$ cat src/rtl/fp32_pkg.sv
// Shared binary32 constants, the unpacked-operand record and the operand unpacker
// used by the add/sub pipeline.
package fp32_pkg;

  localparam int EXP_W   = 8;
  localparam int MAN_W   = 23;
  localparam int BIAS    = 127;
  localparam int LATENCY = 7;

  localparam logic [31:0] QNAN = 32'h7FC0_0000;
  localparam logic [31:0] PINF = 32'h7F80_0000;

  typedef struct packed {
    logic             sign;
    logic [EXP_W-1:0] exp;
    logic [MAN_W:0]   man;
    logic             is_zero;
    logic             is_inf;
    logic             is_nan;
  } fp_unpacked_t;

  // Denormals collapse to a signed zero, so man carries the hidden bit whenever it is non-zero.
  function automatic fp_unpacked_t fp_unpack(input logic [31:0] x);
    fp_unpacked_t u;
    u.sign    = x[31];
    u.exp     = x[30:23];
    u.is_zero = (x[30:23] == '0);
    u.is_inf  = (x[30:23] == '1) && (x[22:0] == '0);
    u.is_nan  = (x[30:23] == '1) && (x[22:0] != '0);
    u.man     = u.is_zero ? '0 : {1'b1, x[22:0]};
    return u;
  endfunction

endpackage

$ cat src/rtl/fp_add_sub_if.sv
// Operand/result bundle of the add/sub core; the wrapper drives the master side.
interface fp_add_sub_if;
  logic        clk_en;
  logic        add_sub;
  logic [31:0] dataa;
  logic [31:0] datab;
  logic [31:0] result;

  modport master (output clk_en, add_sub, dataa, datab, input result);
  modport slave  (input clk_en, add_sub, dataa, datab, output result);
endinterface

$ cat src/rtl/fp_lzc27.sv
// Combinational leading-zero counter for the 27-bit pre-normalisation sum;
// an all-zero input reports 27.
module fp_lzc27 (
  input  logic [26:0] din,
  output logic [4:0]  count
);

  always_comb begin
    count = 5'd27;
    for (int i = 0; i < 27; i++) begin
      if (din[i]) count = 5'(26 - i);
    end
  end

endmodule

$ cat src/rtl/fp_add_sub.sv
// Seven-stage binary32 adder/subtractor; clk_en freezes every stage at once, so the
// latency is counted in enabled edges only.
module fp_add_sub
  import fp32_pkg::*;
(
  input  logic        clock,
  input  logic        aclr,
  fp_add_sub_if.slave bus
);

  localparam logic [9:0] EXP_OVF = 10'(2 * BIAS + 1);

  fp_unpacked_t ua, ub;
  logic        swap;
  logic        exc_flag_d;
  logic [31:0] exc_val_d;
  logic        exc_flag_q [1:LATENCY-1];
  logic [31:0] exc_val_q  [1:LATENCY-1];

  logic        s1_sign_d, s1_eff_sub_d, s1_sign_q, s1_eff_sub_q;
  logic [7:0]  s1_big_exp_d, s1_small_exp_d, s1_big_exp_q, s1_small_exp_q;
  logic [23:0] s1_big_man_d, s1_small_man_d, s1_big_man_q, s1_small_man_q;

  logic        s2_sign_q, s2_eff_sub_q;
  logic [7:0]  s2_exp_q;
  logic [26:0] s2_big_m_d, s2_small_m_d, s2_big_m_q, s2_small_m_q;
  logic [7:0]  diff;
  logic [26:0] small_ext, small_shift, lost_mask;

  logic        s3_sign_q;
  logic [7:0]  s3_exp_q;
  logic [27:0] s3_sum_d, s3_sum_q;

  logic        s4_sign_q;
  logic [7:0]  s4_exp_q;
  logic [27:0] s4_sum_q;
  logic [4:0]  s4_lzc_d, s4_lzc_q;

  logic        s5_sign_q, s5_zero_d, s5_zero_q;
  logic [9:0]  s5_exp_d, s5_exp_q, exp_ext;
  logic [26:0] s5_man_d, s5_man_q;

  logic        s6_sign_q, s6_zero_q, round_up;
  logic [9:0]  s6_exp_d, s6_exp_q;
  logic [22:0] s6_frac_d, s6_frac_q;
  logic [24:0] man25;

  logic [31:0] result_d, result_q;

  // s1: unpack, fold add_sub into B's sign, order so the big operand has |A| >= |B|.
  always_comb begin
    ua = fp_unpack(bus.dataa);
    ub = fp_unpack(bus.datab);
    ub.sign = ub.sign ^ ~bus.add_sub;
    swap = {ub.exp, ub.man} > {ua.exp, ua.man};
    s1_sign_d      = swap ? ub.sign : ua.sign;
    s1_eff_sub_d   = ua.sign ^ ub.sign;
    s1_big_exp_d   = swap ? ub.exp : ua.exp;
    s1_small_exp_d = swap ? ua.exp : ub.exp;
    s1_big_man_d   = swap ? ub.man : ua.man;
    s1_small_man_d = swap ? ua.man : ub.man;

    exc_flag_d = 1'b1;
    exc_val_d  = QNAN;
    if (ua.is_nan || ub.is_nan) begin
      exc_val_d = QNAN;
    end else if (ua.is_inf && ub.is_inf && (ua.sign != ub.sign)) begin
      exc_val_d = QNAN;
    end else if (ua.is_inf) begin
      exc_val_d = PINF | {ua.sign, 31'b0};
    end else if (ub.is_inf) begin
      exc_val_d = PINF | {ub.sign, 31'b0};
    end else if (ua.is_zero && ub.is_zero) begin
      // Only (-0) + (-0) keeps a negative sign.
      exc_val_d = {ua.sign & ub.sign, 31'b0};
    end else begin
      exc_flag_d = 1'b0;
    end
  end

  // s2: align with guard/round/sticky; bits shifted past the sticky position are ORed into it.
  always_comb begin
    diff        = s1_big_exp_q - s1_small_exp_q;
    small_ext   = {s1_small_man_q, 3'b000};
    small_shift = '0;
    lost_mask   = '0;
    s2_big_m_d  = {s1_big_man_q, 3'b000};
    if (diff > 8'd26) begin
      s2_small_m_d = {26'b0, |s1_small_man_q};
    end else begin
      small_shift  = small_ext >> diff;
      lost_mask    = (27'd1 << diff) - 27'd1;
      s2_small_m_d = {small_shift[26:1], small_shift[0] | (|(small_ext & lost_mask))};
    end
  end

  // s3: |big| >= |small| keeps the difference non-negative.
  always_comb begin
    s3_sum_d = s2_eff_sub_q ? ({1'b0, s2_big_m_q} - {1'b0, s2_small_m_q})
                            : ({1'b0, s2_big_m_q} + {1'b0, s2_small_m_q});
  end

  // s4
  fp_lzc27 u_lzc (
    .din   (s3_sum_q[26:0]),
    .count (s4_lzc_d)
  );

  // s5: normalise; an exponent that would reach zero or below flushes to +0.
  always_comb begin
    exp_ext = {2'b00, s4_exp_q};
    if (s4_sum_q[27]) begin
      s5_man_d  = {s4_sum_q[27:2], s4_sum_q[1] | s4_sum_q[0]};
      s5_exp_d  = exp_ext + 10'd1;
      s5_zero_d = 1'b0;
    end else begin
      s5_man_d  = s4_sum_q[26:0] << s4_lzc_q;
      s5_exp_d  = exp_ext - {5'b0, s4_lzc_q};
      s5_zero_d = (s4_sum_q == '0) || (exp_ext <= {5'b0, s4_lzc_q});
    end
  end

  // s6: round to nearest even; a mantissa carry leaves 1.0 and bumps the exponent.
  always_comb begin
    round_up = s5_man_q[2] & (s5_man_q[1] | s5_man_q[0] | s5_man_q[3]);
    man25    = {1'b0, s5_man_q[26:3]} + {24'b0, round_up};
    if (man25[24]) begin
      s6_frac_d = man25[23:1];
      s6_exp_d  = s5_exp_q + 10'd1;
    end else begin
      s6_frac_d = man25[22:0];
      s6_exp_d  = s5_exp_q;
    end
  end

  // s7
  always_comb begin
    if (exc_flag_q[LATENCY-1]) begin
      result_d = exc_val_q[LATENCY-1];
    end else if (s6_zero_q) begin
      result_d = '0;
    end else if (s6_exp_q >= EXP_OVF) begin
      result_d = PINF | {s6_sign_q, 31'b0};
    end else begin
      result_d = {s6_sign_q, s6_exp_q[7:0], s6_frac_q};
    end
  end

  always_ff @(posedge clock or posedge aclr) begin
    if (aclr) begin
      for (int i = 1; i < LATENCY; i++) begin
        exc_flag_q[i] <= 1'b0;
        exc_val_q[i]  <= '0;
      end
      s1_sign_q <= 1'b0;  s1_eff_sub_q <= 1'b0;
      s1_big_exp_q <= '0; s1_small_exp_q <= '0;
      s1_big_man_q <= '0; s1_small_man_q <= '0;
      s2_sign_q <= 1'b0;  s2_eff_sub_q <= 1'b0;  s2_exp_q <= '0;
      s2_big_m_q <= '0;   s2_small_m_q <= '0;
      s3_sign_q <= 1'b0;  s3_exp_q <= '0;  s3_sum_q <= '0;
      s4_sign_q <= 1'b0;  s4_exp_q <= '0;  s4_sum_q <= '0;  s4_lzc_q <= '0;
      s5_sign_q <= 1'b0;  s5_zero_q <= 1'b0;  s5_exp_q <= '0;  s5_man_q <= '0;
      s6_sign_q <= 1'b0;  s6_zero_q <= 1'b0;  s6_exp_q <= '0;  s6_frac_q <= '0;
      result_q <= '0;
    end else if (bus.clk_en) begin
      exc_flag_q[1] <= exc_flag_d;
      exc_val_q[1]  <= exc_val_d;
      for (int i = 2; i < LATENCY; i++) begin
        exc_flag_q[i] <= exc_flag_q[i-1];
        exc_val_q[i]  <= exc_val_q[i-1];
      end
      s1_sign_q <= s1_sign_d;  s1_eff_sub_q <= s1_eff_sub_d;
      s1_big_exp_q <= s1_big_exp_d;  s1_small_exp_q <= s1_small_exp_d;
      s1_big_man_q <= s1_big_man_d;  s1_small_man_q <= s1_small_man_d;
      s2_sign_q <= s1_sign_q;  s2_eff_sub_q <= s1_eff_sub_q;  s2_exp_q <= s1_big_exp_q;
      s2_big_m_q <= s2_big_m_d;  s2_small_m_q <= s2_small_m_d;
      s3_sign_q <= s2_sign_q;  s3_exp_q <= s2_exp_q;  s3_sum_q <= s3_sum_d;
      s4_sign_q <= s3_sign_q;  s4_exp_q <= s3_exp_q;  s4_sum_q <= s3_sum_q;  s4_lzc_q <= s4_lzc_d;
      s5_sign_q <= s4_sign_q;  s5_zero_q <= s5_zero_d;  s5_exp_q <= s5_exp_d;  s5_man_q <= s5_man_d;
      s6_sign_q <= s5_sign_q;  s6_zero_q <= s5_zero_q;  s6_exp_q <= s6_exp_d;  s6_frac_q <= s6_frac_d;
      result_q <= result_d;
    end
  end

  assign bus.result = result_q;

endmodule

$ cat src/flat_wrapper.sv
// flat-port wrapper written by rule: the top's interface ports become plain ports
module fp_add_sub_flat import fp32_pkg::*;
  (clock, aclr, bus_clk_en, bus_add_sub, bus_dataa, bus_datab, bus_result);
  fp_add_sub_if bus_i ();
  input  logic clock;
  input  logic aclr;
  input wire logic [$bits(bus_i.clk_en)-1:0] bus_clk_en;
  input wire logic [$bits(bus_i.add_sub)-1:0] bus_add_sub;
  input wire logic [$bits(bus_i.dataa)-1:0] bus_dataa;
  input wire logic [$bits(bus_i.datab)-1:0] bus_datab;
  output wire logic [$bits(bus_i.result)-1:0] bus_result;
  assign bus_i.clk_en = bus_clk_en;
  assign bus_i.add_sub = bus_add_sub;
  assign bus_i.dataa = bus_dataa;
  assign bus_i.datab = bus_datab;
  assign bus_result = bus_i.result;
  fp_add_sub u_core (.clock(clock), .aclr(aclr), .bus(bus_i));
endmodule
$ cat config.mk
export PLATFORM = sky130hd
export DESIGN_NAME = fp_add_sub_flat
export DESIGN_NICKNAME = d
export VERILOG_FILES = /design/src/rtl/fp32_pkg.sv /design/src/rtl/fp_add_sub_if.sv /design/src/rtl/fp_lzc27.sv /design/src/rtl/fp_add_sub.sv /design/src/flat_wrapper.sv
export SDC_FILE = /design/constraint.sdc
export NUM_CORES = 1
export LEC_CHECK = 0
export CAP_MARGIN = 20
export CORE_UTILIZATION = 32
export DETAILED_ROUTE_END_ITERATION = 8
export PLACE_DENSITY = 0.47
export SLEW_MARGIN = 10
export SYNTH_ARGS = -nofsm -noshare
export SYNTH_HDL_FRONTEND = slang
export SYNTH_HIERARCHICAL = 1
export SYNTH_SLANG_ARGS = --single-unit
$ cat constraint.sdc
create_clock -name clock -period 10.8 [get_ports clock]
set_input_delay 2.16 -clock clock [delete_from_list [all_inputs] [get_ports clock]]
set_output_delay 2.16 -clock clock [all_outputs]
set_load 0.02 [all_outputs]
Yosys cells after proc, flatten, opt, wreduce, memory -nomap -nowiden
Cells that the tools add are included.
{"block": "totals", "romBits": 0, "word_cells": 139, "latchBits": 0, "ff_bits": 510, "n_memories": 0, "inputBits": 68, "mem_bits_rw": 0}
{"block": "classes", "div": 0, "bitwise": 10, "mux": 54, "shifts": 3, "magnitude_cmp": 4, "n_reduce_logical": 18, "n_eq_ne": 3, "multipliers": 0, "add_sub_neg": 8}
{"cell": "$mux 32", "n": 7}
{"cell": "$mux 5", "n": 26}
{"cell": "$mux 24", "n": 4}
{"cell": "$mux 27", "n": 2}
{"cell": "$logic_not 23->1", "n": 2}
{"cell": "$reduce_bool 23->1", "n": 2}
{"cell": "$gt 32x32->1", "n": 1}
{"cell": "$mux 31", "n": 1}
{"cell": "$add 27x27->28", "n": 1}
{"cell": "$logic_not 28->1", "n": 1}
{"cell": "$mux 28", "n": 1}
{"cell": "$sub 27x27->28", "n": 1}
{"cell": "$and 27x27->27", "n": 1}
{"cell": "$reduce_or 27->1", "n": 1}
{"cell": "$shl 1x8->27 const A", "n": 1}
{"cell": "$shl 27x5->27", "n": 1}
{"cell": "$shr 27x8->27", "n": 1}
{"cell": "$sub 27x1->27 const B", "n": 1}
{"cell": "$add 24x1->25", "n": 1}
{"cell": "$reduce_or 24->1", "n": 1}
{"cell": "$mux 23", "n": 1}
{"cell": "$mux 10", "n": 2}
{"cell": "$eq 8x8->1 const B", "n": 2}
{"cell": "$logic_not 8->1", "n": 2}
{"cell": "16 further kinds", "n": 36}

Depth between registers and ports, before layout
Gate-level depths: netlist (run 1).
{"block": "logic_depth", "ltp_word": 27, "mapped_depth": 18, "ltp_nobuf": 14}

Hierarchy
Netlist (run 1), hierarchy kept.
{"mod": "fp_add_sub", "n_inst": 1, "seq_area_each_um2": 8408.1, "area_per_inst_um2": 21002.6, "cells_per_inst": 2264}
{"mod": "fp_lzc27", "n_inst": 1, "seq_area_each_um2": 0.0, "area_per_inst_um2": 277.8, "cells_per_inst": 51}

Worst setup path after synthesis (run 1)
Ideal clock, no wire load.
{"block": "synth_path", "path_kind": "input to register", "start": "input bus_dataa[23]", "end": "register u_core.s1_small_man_q[23]", "arrival_ps": 5304, "path_slack_ps": 5370, "setup_time_ps": 126, "required_ps": 10674, "path_stages": 17, "cell_sequence": "nor4_1 > nand2_1 > clkbuf_1 > clkbuf_1 > nand2_1 > ha_1 > a21o_1 > a21o_1 > a21o_1 > a21o_1 > a221o_1 > a32oi_1 > o211ai_1 > and2_1 > buf_6 > clkbuf_1 > a221o_1"}
{"block": "synth_via", "elab_chain_cells": 4}
{"item": "start: declaration", "line_no": "flat_wrapper.sv:9", "text": "input wire logic [$bits(bus_i.dataa)-1:0] bus_dataa;"}
{"item": "$logic_not 8->1", "line_no": "fp32_pkg.sv:27", "text": "u.is_zero = (x[30:23] == '0);"}
{"item": "$mux 24", "line_no": "fp32_pkg.sv:30", "text": "u.man = u.is_zero ? '0 : {1'b1, x[22:0]};"}
{"item": "$gt 32x32->1", "line_no": "fp_add_sub.sv:55", "text": "swap = {ub.exp, ub.man} > {ua.exp, ua.man};"}
{"item": "$mux 24 (*)", "line_no": "fp_add_sub.sv:61", "text": "s1_small_man_d = swap ? ua.man : ub.man;"}
{"item": "end signal: assignment", "line_no": "fp_add_sub.sv:174", "text": "s1_big_man_q <= s1_big_man_d; s1_small_man_q <= s1_small_man_d;"}
{"item": "end: declaration", "line_no": "fp_add_sub.sv:22", "text": "logic [23:0] s1_big_man_d, s1_small_man_d, s1_big_man_q, s1_small_man_q;"}
Every way passes the cells marked *; elsewhere a longest branch is shown, timed or not.
A chain may end at the register's enable or synchronous reset.

Worst setup path after layout (run 1)
{"block": "layout_path", "start": "input bus_datab[27]", "end": "register u_core.s1_small_man_q[12]"}
{"block": "layout_via", "elab_chain_cells": 4}
{"item": "start: declaration", "line_no": "flat_wrapper.sv:10", "text": "input wire logic [$bits(bus_i.datab)-1:0] bus_datab;"}
{"item": "$logic_not 8->1", "line_no": "fp32_pkg.sv:27"}
{"item": "$mux 24", "line_no": "fp32_pkg.sv:30"}
{"item": "$gt 32x32->1", "line_no": "fp_add_sub.sv:55"}
{"item": "$mux 24 (*)", "line_no": "fp_add_sub.sv:61"}
Marks and branches as above.

==> reports/summary.json, run 1 <==
{
  "ctsRootBufferMaster": "clkbuf_16",
  "max_slew.worst_pin.slew_ps": 1110,
  "grt_util_all_layers_pct": 19.1,
  "unrepaired_setup_endpoints_after_global_routing": "no",
  "dp_cells": 3154,
  "route.vias.total": 17719,
  "start_util_pct": 32.4,
  "ir_worst_vdd_mv": 0.125,
  "clock_network_latency_to_the_later_pin_of_the_worst_skew_pair_ps": 580,
  "max_cap_violations": 0,
  "grt.overflow.total": 0,
  "finalSetupViolations": 0,
  "placementRows": 94,
  "layout_commonest_cell": "dfrtp_1",
  "cts_tree": "built",
  "final-hold-violation-count": 0,
  "antenna_found_initial": 0,
  "antenna-diode-count": 0,
  "synthDistinctLibCells": 80,
  "final.min_clock_period_ps": 6520,
  "route.detailed.vias_per_inst": 5.49,
  "synth_seq_area_share_pct": 39.5,
  "detail_route.first_pass.iterations": 5,
  "route.detailed.drc": 0,
  "clkTransAtPathRegs_ps": 60,
  "arrival_ps": 7030,
  "synth_async_sr_flop_share_pct": 100,
  "design.die.area_um2": 67500,
  "wire_per_inst_um": 19.8,
  "number_of_flops_mapped_to_enable_cells_by_yosys": 0,
  "grt_start_max_net_pins": 229,
  "worst_clock_skew_ps": 52.8,
  "placement.io_buffers": 99,
  "die-height_um": 260,
  "number_of_sinks_on_the_clock_net": 336,
  "outcome": "finished, final reports clean",
  "globalplace.congestion": 0.861,
  "type_of_origin_of_the_critical_path": "input pin",
  "worst_slew_margin_rel_pct": 26.2,
  "boundaryPins": 100,
  "first_global_vias": 17379,
  "drt.antenna.violating_nets": 0,
  "required_ps": 11300,
  "synthTopCellsByArea": "dfrtp_1, mux2_2, ha_1, nor2_1, nand2_1",
  "yosys.area.top_type_share_pct": 39.5,
  "end_kind": "flop",
  "synth_cells": 2315,
  "final_net_count": 2504,
  "yosysTopAreaCell": "dfrtp_1",
  "clk_path_buf_depth": 3,
  "holdCritPathClass": "reg -> reg",
  "hpwl_mm": 46.2,
  "stdcell_count": 3229,
  "power.density_nw_per_um2": 231,
  "ys_seq_elements": 336,
  "power_leakage_nw": 10.1,
  "yosys_most_used_dff": "dfrtp_1",
  "cts_made_buffers": 42,
  "cts_hold_buffers": 0,
  "post-cts-setup-buffers": 0,
  "floorplan.core_area_um2": 65700,
  "postSynthNetCount": 2485,
  "wirelength_mm": 64.0,
  "syn_avg_cell_area_um2": 9.19,
  "fin_setup_tns_ps": 0,
  "area_delta_synth_final_pct": 14.3,
  "cts.htree.levels": 2,
  "postCtsResizedCells": 0,
  "synth.yosys.warnings": 6,
  "synth_area_um2": 21300,
  "reg2reg_setup_slack_ps": 6640,
  "commonest_cells_after_routing_fill_and_taps_aside": "dfrtp_1, nor2_1, nand2_1",
  "maxSlewViolCount": 0,
  "die-width_um": 260,
  "hold_ws_ps": 473,
  "final.fill_count": 6657,
  "maximum_fanout_encountered_on_the_critical_timing_path": 42,
  "top_achievable_clock_speed_mhz": 153,
  "grt_first_pass_wirelength_mm": 103,
  "drive_above_1_share_pct": 11.0,
  "timing.final.crit_share_pct": 60.4,
  "criticalPathCategory": "in -> reg",
  "drt_first_iter_violations": 1253
}
[state kept, by name, indices dropped and copies added (netlist names), 8 cells and up]
name / count
u_core/s2_small_m_q: 27
u_core/s2_big_m_q: 24
u_core/s1_big_exp_q: 8
u_core/s1_small_man_q: 24
u_core/s3_sum_q: 28
u_core/s5_exp_q: 10
u_core/s4_sum_q: 28
u_core/bus.result: 32
u_core/s5_man_q: 27
u_core/s6_exp_q: 10
u_core/s4_exp_q: 8
u_core/exc_val_q: 18
u_core/s1_small_exp_q: 8
u_core/s1_big_man_q: 24
u_core/s6_frac_q: 23
u_core/s2_exp_q: 8
u_core/s3_exp_q: 8
[per-stage QoR]
stage	util, %	cell area, um^2	power [mW]	setup WS, ps
detailed placement	35.0	23000	4.24	3670
CTS	37.0	24300	5.66	4280
finish	37.0	24300	5.62	4280
global placement	35.0	23000	4.22	3780
floorplan	-	21300	3.50	4150
global route	37.0	24300	6.00	3850
[logic make-up (layout without fill, tap and decap cells)]
family	after synthesis	in the layout	synth area share, %
AO/OA/AOI/OAI	600	600	18.9
adder cells (fa/ha/maj)	102	102	6.10
AND/OR/NAND/NOR	766	766	16.5
flip-flops	336	336	39.5
XOR/XNOR	61	61	2.51
buffers and inverters	246	296	4.53
multiplexers	204	204	12.0
[worst max-delay path, cell delays in order]
cell and delay (ps):
clkdlybuf4s50_1 490, nor4_1 340, nand2_1 500, and2_1 370, ha_1 300, a21o_1 160, a21o_1 160, a21o_1 180
a21o_1 170, a221o_1 370, a32oi_1 170, o211ai_1 130, and2_1 150, buf_4 270, nor3_4 810, a221o_1 260
[area by class of cell]
type                    count  area (um^2)  area share (%)
multi-input cells        1733        11900            49.1
flip-flops and latches    336         8410            34.6
repair buffers            122         1180            4.85
clock buffers              62         1150            4.71
well taps                 864         1080            4.44
inverters                  99          378            1.55
clock inverters            13          198           0.813
[report_power, final]
group | switching [mW] | internal (mW)
sequential | 0.420 | 1.58
clock | 0.558 | 0.833
combinational | 1.27 | 0.958
total | 2.24 | 3.37
[per-layer routing]
| metal | GRT usage, % | share of wire (%) | up-vias |
|---|---|---|---|
| li1 | - | - | 8469 |
| met1 | 27.1 | 48 | 8757 |
| met2 | 30.2 | 46 | 400 |
| met3 | 2.24 | 3.6 | 93 |
| met4 | 5.72 | 2.6 | 0 |
| met5 | 0 | 0 | - |
[worst paths after layout]
kind,from,to,cells after the start
worst min register to register,u_core/s3_exp_q[0],u_core/s4_exp_q[0],2
worst max-delay path,bus_datab[27],u_core/s1_small_man_q[12],16
min in group asynchronous,aclr,u_core/s2_small_m_q[12],3
worst min-delay path,u_core/s3_exp_q[0],u_core/s4_exp_q[0],2
worst max register to register,u_core/s1_big_exp_q[0],u_core/s2_small_m_q[0],14
max in group asynchronous,aclr,u_core/s4_sum_q[13],4
[synth_stat cells, drive strengths merged, types with 6 or more instances]
library cell	number
a2111oi	8
o31ai	10
ha	99
o2bb2ai	32
nor2b	17
o21a	12
buf	29
nor4	38
a311oi	6
o21ai	112
dfrtp	336
nand2	232
a221oi	13
and2	33
a211oi	19
a2bb2oi	6
and4	6
a21oi	165
o22ai	31
a31oi	35
mux2i	45
nor3	41
nand2b	19
nand3	57
o211ai	18
nor2	255
clkbuf	118
a221o	51
mux4	27
and3	15
nand4	27
inv	98
xnor2	40
xor2	21
a21o	31
o21bai	8
mux2	132
(Power assumes the default switching activity.)
==> run 2: changes to the inputs <==
--- a/config.mk
+++ b/config.mk
@@ -8,7 +8,7 @@
 export CAP_MARGIN = 20
 export CORE_UTILIZATION = 32
 export DETAILED_ROUTE_END_ITERATION = 8
-export PLACE_DENSITY = 0.47
+export PLACE_DENSITY = 0.46
 export SLEW_MARGIN = 10
 export SYNTH_ARGS = -nofsm -noshare
 export SYNTH_HDL_FRONTEND = slang
==> constraint.sdc (replaced) <==
create_clock -name clock -period 6.5 [get_ports clock]
set_input_delay 1.3 -clock clock [delete_from_list [all_inputs] [get_ports clock]]
set_output_delay 1.3 -clock clock [all_outputs]
set_load 0.02 [all_outputs]
==> run 2 against run 1 <==
Against the previous run: core utilization increased by 0.15 points; sequential share of layout area is 0.14 points lower; wire length rose by 0.81%; cell area is 0.41% higher; clock power increased by 71%; non-clock buffer count up 2; sequential power is 67% higher; global-route usage is essentially flat; critical path depth stayed put; count of clock-buffer cells in the layout down 7; final cell count about the same; critical path type unchanged.
==> reports/summary.json, run 2 (synthesis results as in run 1) <==
{
  "gr_busiest_metal": "met2",
  "die-width_um": 260,
  "placement.io_buffers": 99,
  "route.vias.total": 17749,
  "detail_route.first_pass.iterations": 5,
  "clkTransAtPathRegs_ps": 60,
  "cp_cell_sequence": "clkdlybuf4s50_1 > nor4_1 > nand2_1 > buf_4 > and2_1 > ha_1 > a21o_1 > a21o_1 > a21o_1 > a21o_1 > a221o_1 > a32oi_1 > o211ai_1 > and2_1 > nor3_4 > a221o_1",
  "max_cap_violations": 0,
  "finalSetupViolations": 0,
  "clock_network_latency_to_the_later_pin_of_the_worst_skew_pair_ps": 580,
  "pre_cts_ws_ps": 833,
  "stdcell_count": 3228,
  "power_leakage_nw": 10.1,
  "outcome": "finished, final reports clean",
  "type_of_origin_of_the_critical_path": "input pin",
  "floorplan.core_area_um2": 65700,
  "grt_util_met1_pct": 26.9,
  "end_kind": "flop",
  "largest_reg_flops": 32,
  "hold_path_depth": 2,
  "placementRows": 94,
  "post-route-util_pct": 37.2,
  "layout_commonest_cell": "dfrtp_1",
  "unrepaired_setup_endpoints_after_global_routing": "no",
  "drive_above_1_share_pct": 11.5,
  "max_slew.worst_pin.slew_ps": 1030,
  "final_net_count": 2505,
  "start_util_pct": 32.4,
  "critical-path-max-stage-delay_ps": 760,
  "final.fill_count": 6634,
  "maxSlewViolCount": 0,
  "ir_worst_vdd_mv": 0.185,
  "die-height_um": 260,
  "route.detailed.vias_per_inst": 5.50,
  "dp_cells": 3156,
  "post-cts-setup-buffers": 0,
  "ctsRootBufferMaster": "clkbuf_16",
  "clk_path_buf_depth": 3,
  "power_mw": 9.40,
  "cp_num_cells": 16,
  "first_global_vias": 17609,
  "cts_made_buffers": 41,
  "holdCritPathClass": "reg -> reg",
  "m3_gr_usage_pct": 2.36,
  "final-hold-violation-count": 0,
  "antenna_found_initial": 1,
  "globalRouteMet2Util_pct": 30.0,
  "boundaryPins": 100,
  "postCtsResizedCells": 0,
  "crit_path_frequent_cell": "a21o_1",
  "finish.instance_area_um2": 24400,
  "design.die.area_um2": 67500,
  "drt.antenna.violating_nets": 0,
  "worst_r2r_path_depth": 14,
  "hpwl_mm": 46.8,
  "hold_ws_ps": 482,
  "cpLargestDelayFamily": "simple AND/OR/NAND/NOR gates",
  "path_buf_inv": 2,
  "required_ps": 7010,
  "worst_clock_skew_ps": 29.1,
  "cts_hold_buffers": 0,
  "top_achievable_clock_speed_mhz": 198,
  "antenna-diode-count": 0,
  "grt_first_pass_wirelength_mm": 103,
  "timing.final.crit_share_pct": 77.7,
  "grt_util_all_layers_pct": 19.1,
  "criticalPathCategory": "in -> reg",
  "power.density_nw_per_um2": 385,
  "maximum_fanout_encountered_on_the_critical_timing_path": 25,
  "postPlaceCellArea_um2": 23000,
  "worst_slack_ps": 1450,
  "worst_slew_margin_rel_pct": 31.0,
  "drt_first_iter_violations": 1223,
  "area_delta_synth_final_pct": 14.8,
  "fin_setup_tns_ps": 0,
  "number_of_sinks_on_the_clock_net": 336,
  "commonest_cells_after_routing_fill_and_taps_aside": "dfrtp_1, nor2_1, nand2_1",
  "cts.htree.levels": 2,
  "arrival_ps": 5570,
  "globalplace.congestion": 0.933,
  "grt.overflow.total": 0,
  "final.min_clock_period_ps": 5050,
  "wire_per_inst_um": 20.0,
  "wirelength_mm": 64.5,
  "cp_slowest_cell": "nor3_4",
  "cts_tree": "built",
  "route.detailed.drc": 0,
  "grt_start_max_net_pins": 207
}
## run 2: cell count changes in the layout (fill, tap and decap cells not counted), sizes merged
cell and change:
buf +2, clkinv +5, clkbuf -7, inv -1
## run 2: path summary, 6_finish.rpt
check	from	endpoint	slack, ps
worst max-delay path	bus_datab[27]	u_core/s1_small_man_q[2]	1450
worst min-delay path	u_core/s3_exp_q[1]	u_core/s4_exp_q[1]	480
worst max register to register	u_core/s1_big_exp_q[0]	u_core/s2_small_m_q[0]	2370
worst min register to register	u_core/s3_exp_q[1]	u_core/s4_exp_q[1]	480
max in group asynchronous	aclr	u_core/s5_man_q[9]	4370
min in group asynchronous	aclr	u_core/s3_sum_q[12]	1280
## run 2: metal layers
metal	up-vias	part of all wire (%)
met5	-	0
met4	0	3.1
met3	115	3.8
met2	378	45
met1	8766	48
li1	8490	-
## run 2: where the power goes
part | internal (mW) | switching, mW
Clock | 1.42 | 0.953
Combinational | 1.59 | 2.10
Sequential | 2.63 | 0.698
Total | 5.64 | 3.75
## run 2: layout make-up
cell class / count / area, um^2 / area share, %
Clock buffer: 55 / 1160 / 4.74
Multi-Input combinational cell: 1733 / 11900 / 48.8
Clock inverter: 17 / 251 / 1.03
Sequential cell: 336 / 8410 / 34.4
Timing Repair Buffer: 124 / 1220 / 5.00
Tap cell: 864 / 1080 / 4.43
Inverter: 99 / 378 / 1.55
## run 2: worst register-to-register path, delay by kind of cell, from the launching register on
family	cells	cell delay (ps)
mux	1	80
compound gates	7	2340
flops	1	410
fa+ha+maj	2	620
simple gates	2	390
buf+inv	2	150
==> run 3: changes to the inputs <==
==> constraint.sdc (replaced) <==
create_clock -name clock -period 5.25 [get_ports clock]
set_input_delay 1.05 -clock clock [delete_from_list [all_inputs] [get_ports clock]]
set_output_delay 1.05 -clock clock [all_outputs]
set_load 0.02 [all_outputs]
==> run 3 against run 2 <==
Against the previous run: global-route usage rose by 0.090 points; sequential power rose by 24%; non-clock buffer count rose by 10; combinational power rose by 24%; clock power rose by 21%; cell area rose by 0.16%; critical path type unchanged; sequential share of layout area fell by 0.056 points; wire length fell by 0.52%; the run now ends with DRC left; largest power group unchanged; critical endpoint is now u_core/s1_small_man_q[9].
==> reports/summary.json, run 3 (synthesis results as in run 1) <==
{
  "max_cap_violations": 0,
  "max_slew.worst_pin.slew_ps": 949,
  "hpwl_mm": 47.1,
  "cts_hold_buffers": 0,
  "crit_path_frequent_cell": "a21o_1",
  "cts.htree.levels": 2,
  "end_kind": "flop",
  "worst_clock_skew_ps": 21.6,
  "postCtsResizedCells": 0,
  "finalSetupViolations": 0,
  "clock_network_latency_to_the_later_pin_of_the_worst_skew_pair_ps": 580,
  "unrepaired_setup_endpoints_after_global_routing": "no",
  "finish.instance_area_um2": 24500,
  "maxSlewViolCount": 0,
  "grt_start_max_net_pins": 193,
  "worst_slew_margin_rel_pct": 36.2,
  "outcome": "finished with violations",
  "route.detailed.drc": 1,
  "power_mw": 11.6,
  "die-width_um": 260,
  "ir_worst_vdd_mv": 0.229,
  "final.min_clock_period_ps": 4450,
  "power.density_nw_per_um2": 473,
  "wirelength_mm": 64.2,
  "final.fill_count": 6624,
  "type_of_origin_of_the_critical_path": "input pin",
  "arrival_ps": 4900,
  "failing_checks": "DRC",
  "timing.final.crit_share_pct": 84.7,
  "post-cts-setup-buffers": 0,
  "drt_first_iter_violations": 1257,
  "area_delta_synth_final_pct": 15.0,
  "worst_slack_ps": 803,
  "final-hold-violation-count": 0,
  "cts_made_buffers": 41,
  "antenna-diode-count": 0,
  "layout_commonest_cell": "dfrtp_1",
  "number_of_sinks_on_the_clock_net": 336,
  "grt_util_all_layers_pct": 19.2,
  "dp_cells": 3166,
  "detail_route.first_pass.iterations": 7,
  "critical-path-max-stage-delay_ps": 490,
  "grt.overflow.total": 0,
  "antenna_found_initial": 0,
  "multi_input_comb_area_um2": 11900,
  "drive_above_1_share_pct": 11.7,
  "clkTransAtPathRegs_ps": 60,
  "placementRows": 94,
  "holdCritPathClass": "reg -> reg",
  "placement.io_buffers": 99,
  "stdcell_count": 3236,
  "wire_per_inst_um": 19.8,
  "cts_tree": "built",
  "maximum_fanout_encountered_on_the_critical_timing_path": 25,
  "floorplan.core_area_um2": 65700,
  "top_achievable_clock_speed_mhz": 225,
  "fin_setup_tns_ps": 0,
  "postPlaceCellArea_um2": 23100,
  "ctsRootBufferMaster": "clkbuf_16",
  "largest_reg_flops": 32,
  "first_global_vias": 17447,
  "grt_first_pass_wirelength_mm": 103,
  "drt.antenna.violating_nets": 0,
  "clk_path_buf_depth": 3,
  "route.vias.total": 17760,
  "cp_cell_sequence": "clkdlybuf4s50_1 > nor4_1 > nand2_1 > buf_4 > and2_1 > ha_1 > a21o_1 > a21o_1 > a21o_1 > a21o_1 > a221o_1 > a32oi_1 > o211ai_1 > nand2_1 > buf_4 > nor2_1 > a221o_1",
  "criticalPathCategory": "in -> reg",
  "pre_cts_ws_ps": 222,
  "die-height_um": 260,
  "regArea_um2": 8410,
  "design.die.area_um2": 67500,
  "required_ps": 5700,
  "route.detailed.vias_per_inst": 5.49,
  "start_util_pct": 32.4,
  "cp_slowest_cell": "clkdlybuf4s50_1",
  "power_leakage_nw": 10.1,
  "final_net_count": 2515,
  "commonest_cells_after_routing_fill_and_taps_aside": "dfrtp_1, nor2_1, nand2_1",
  "boundaryPins": 100,
  "globalplace.congestion": 0.919
}
-- run 3: cell count changes in the layout (fill, tap and decap cells not counted), sizes merged --
cell	delta
buf	+10
clkinv	-6
clkbuf	+3
clkinvlp	+2
bufinv	-1
-- run 3: path summary, 6_finish.rpt --
path | start | to | slack, ps | depth (start not counted)
max in group asynchronous | aclr | u_core/exc_val_q[30] | 3290 | 3
max | bus_datab[27] | u_core/s1_small_man_q[9] | 800 | 17
max reg2reg | u_core/s1_big_exp_q[0] | u_core/s2_small_m_q[0] | 1510 | 15
min | u_core/bus.result[17] | u_core/bus.result[17] | 480 | 1
min reg2reg | u_core/bus.result[17] | u_core/bus.result[17] | 480 | 1
min in group asynchronous | aclr | u_core/s3_sum_q[13] | 960 | 2
-- run 3: power by group --
| part | internal, mW | switching [mW] |
|---|---|---|
| sequential | 3.26 | 0.878 |
| combinational | 1.99 | 2.58 |
| clock | 1.71 | 1.15 |
-- run 3: area by class of cell --
class                      instances  area share, %
multi-input combinational       1733           48.8
inverter                          99           1.54
clock inverter                    12          0.690
tap                              864           4.42
timing repair buffer             134           5.40
sequential                       336           34.4
clock buffer                      58           4.83
-- run 3: through the flow --
step                      hold slack [ps]  utilization, %
after floorplan                       446               -
after detailed placement              473            35.2
after CTS                             489            37.2
final                                 478            37.2
after global placement                473            35.2
after global routing                  507            37.2
-- run 3: metal layers --
| metal | wire, um | track usage, % |
|---|---|---|
| met1 | 31200 | 27.2 |
| met2 | 29100 | 30.3 |
| met3 | 2230 | 2.39 |
| met4 | 1610 | 5.67 |
| met5 | 0 | 0 |
-- run 3: worst max-delay path: cells and delay by family --
kind | cells | cell delay [ps]
AOI/OAI and AO/OA | 8 | 1620
buffers and inverters | 3 | 1020
and+or+nand+nor | 5 | 890
adders and majority gates | 1 | 310
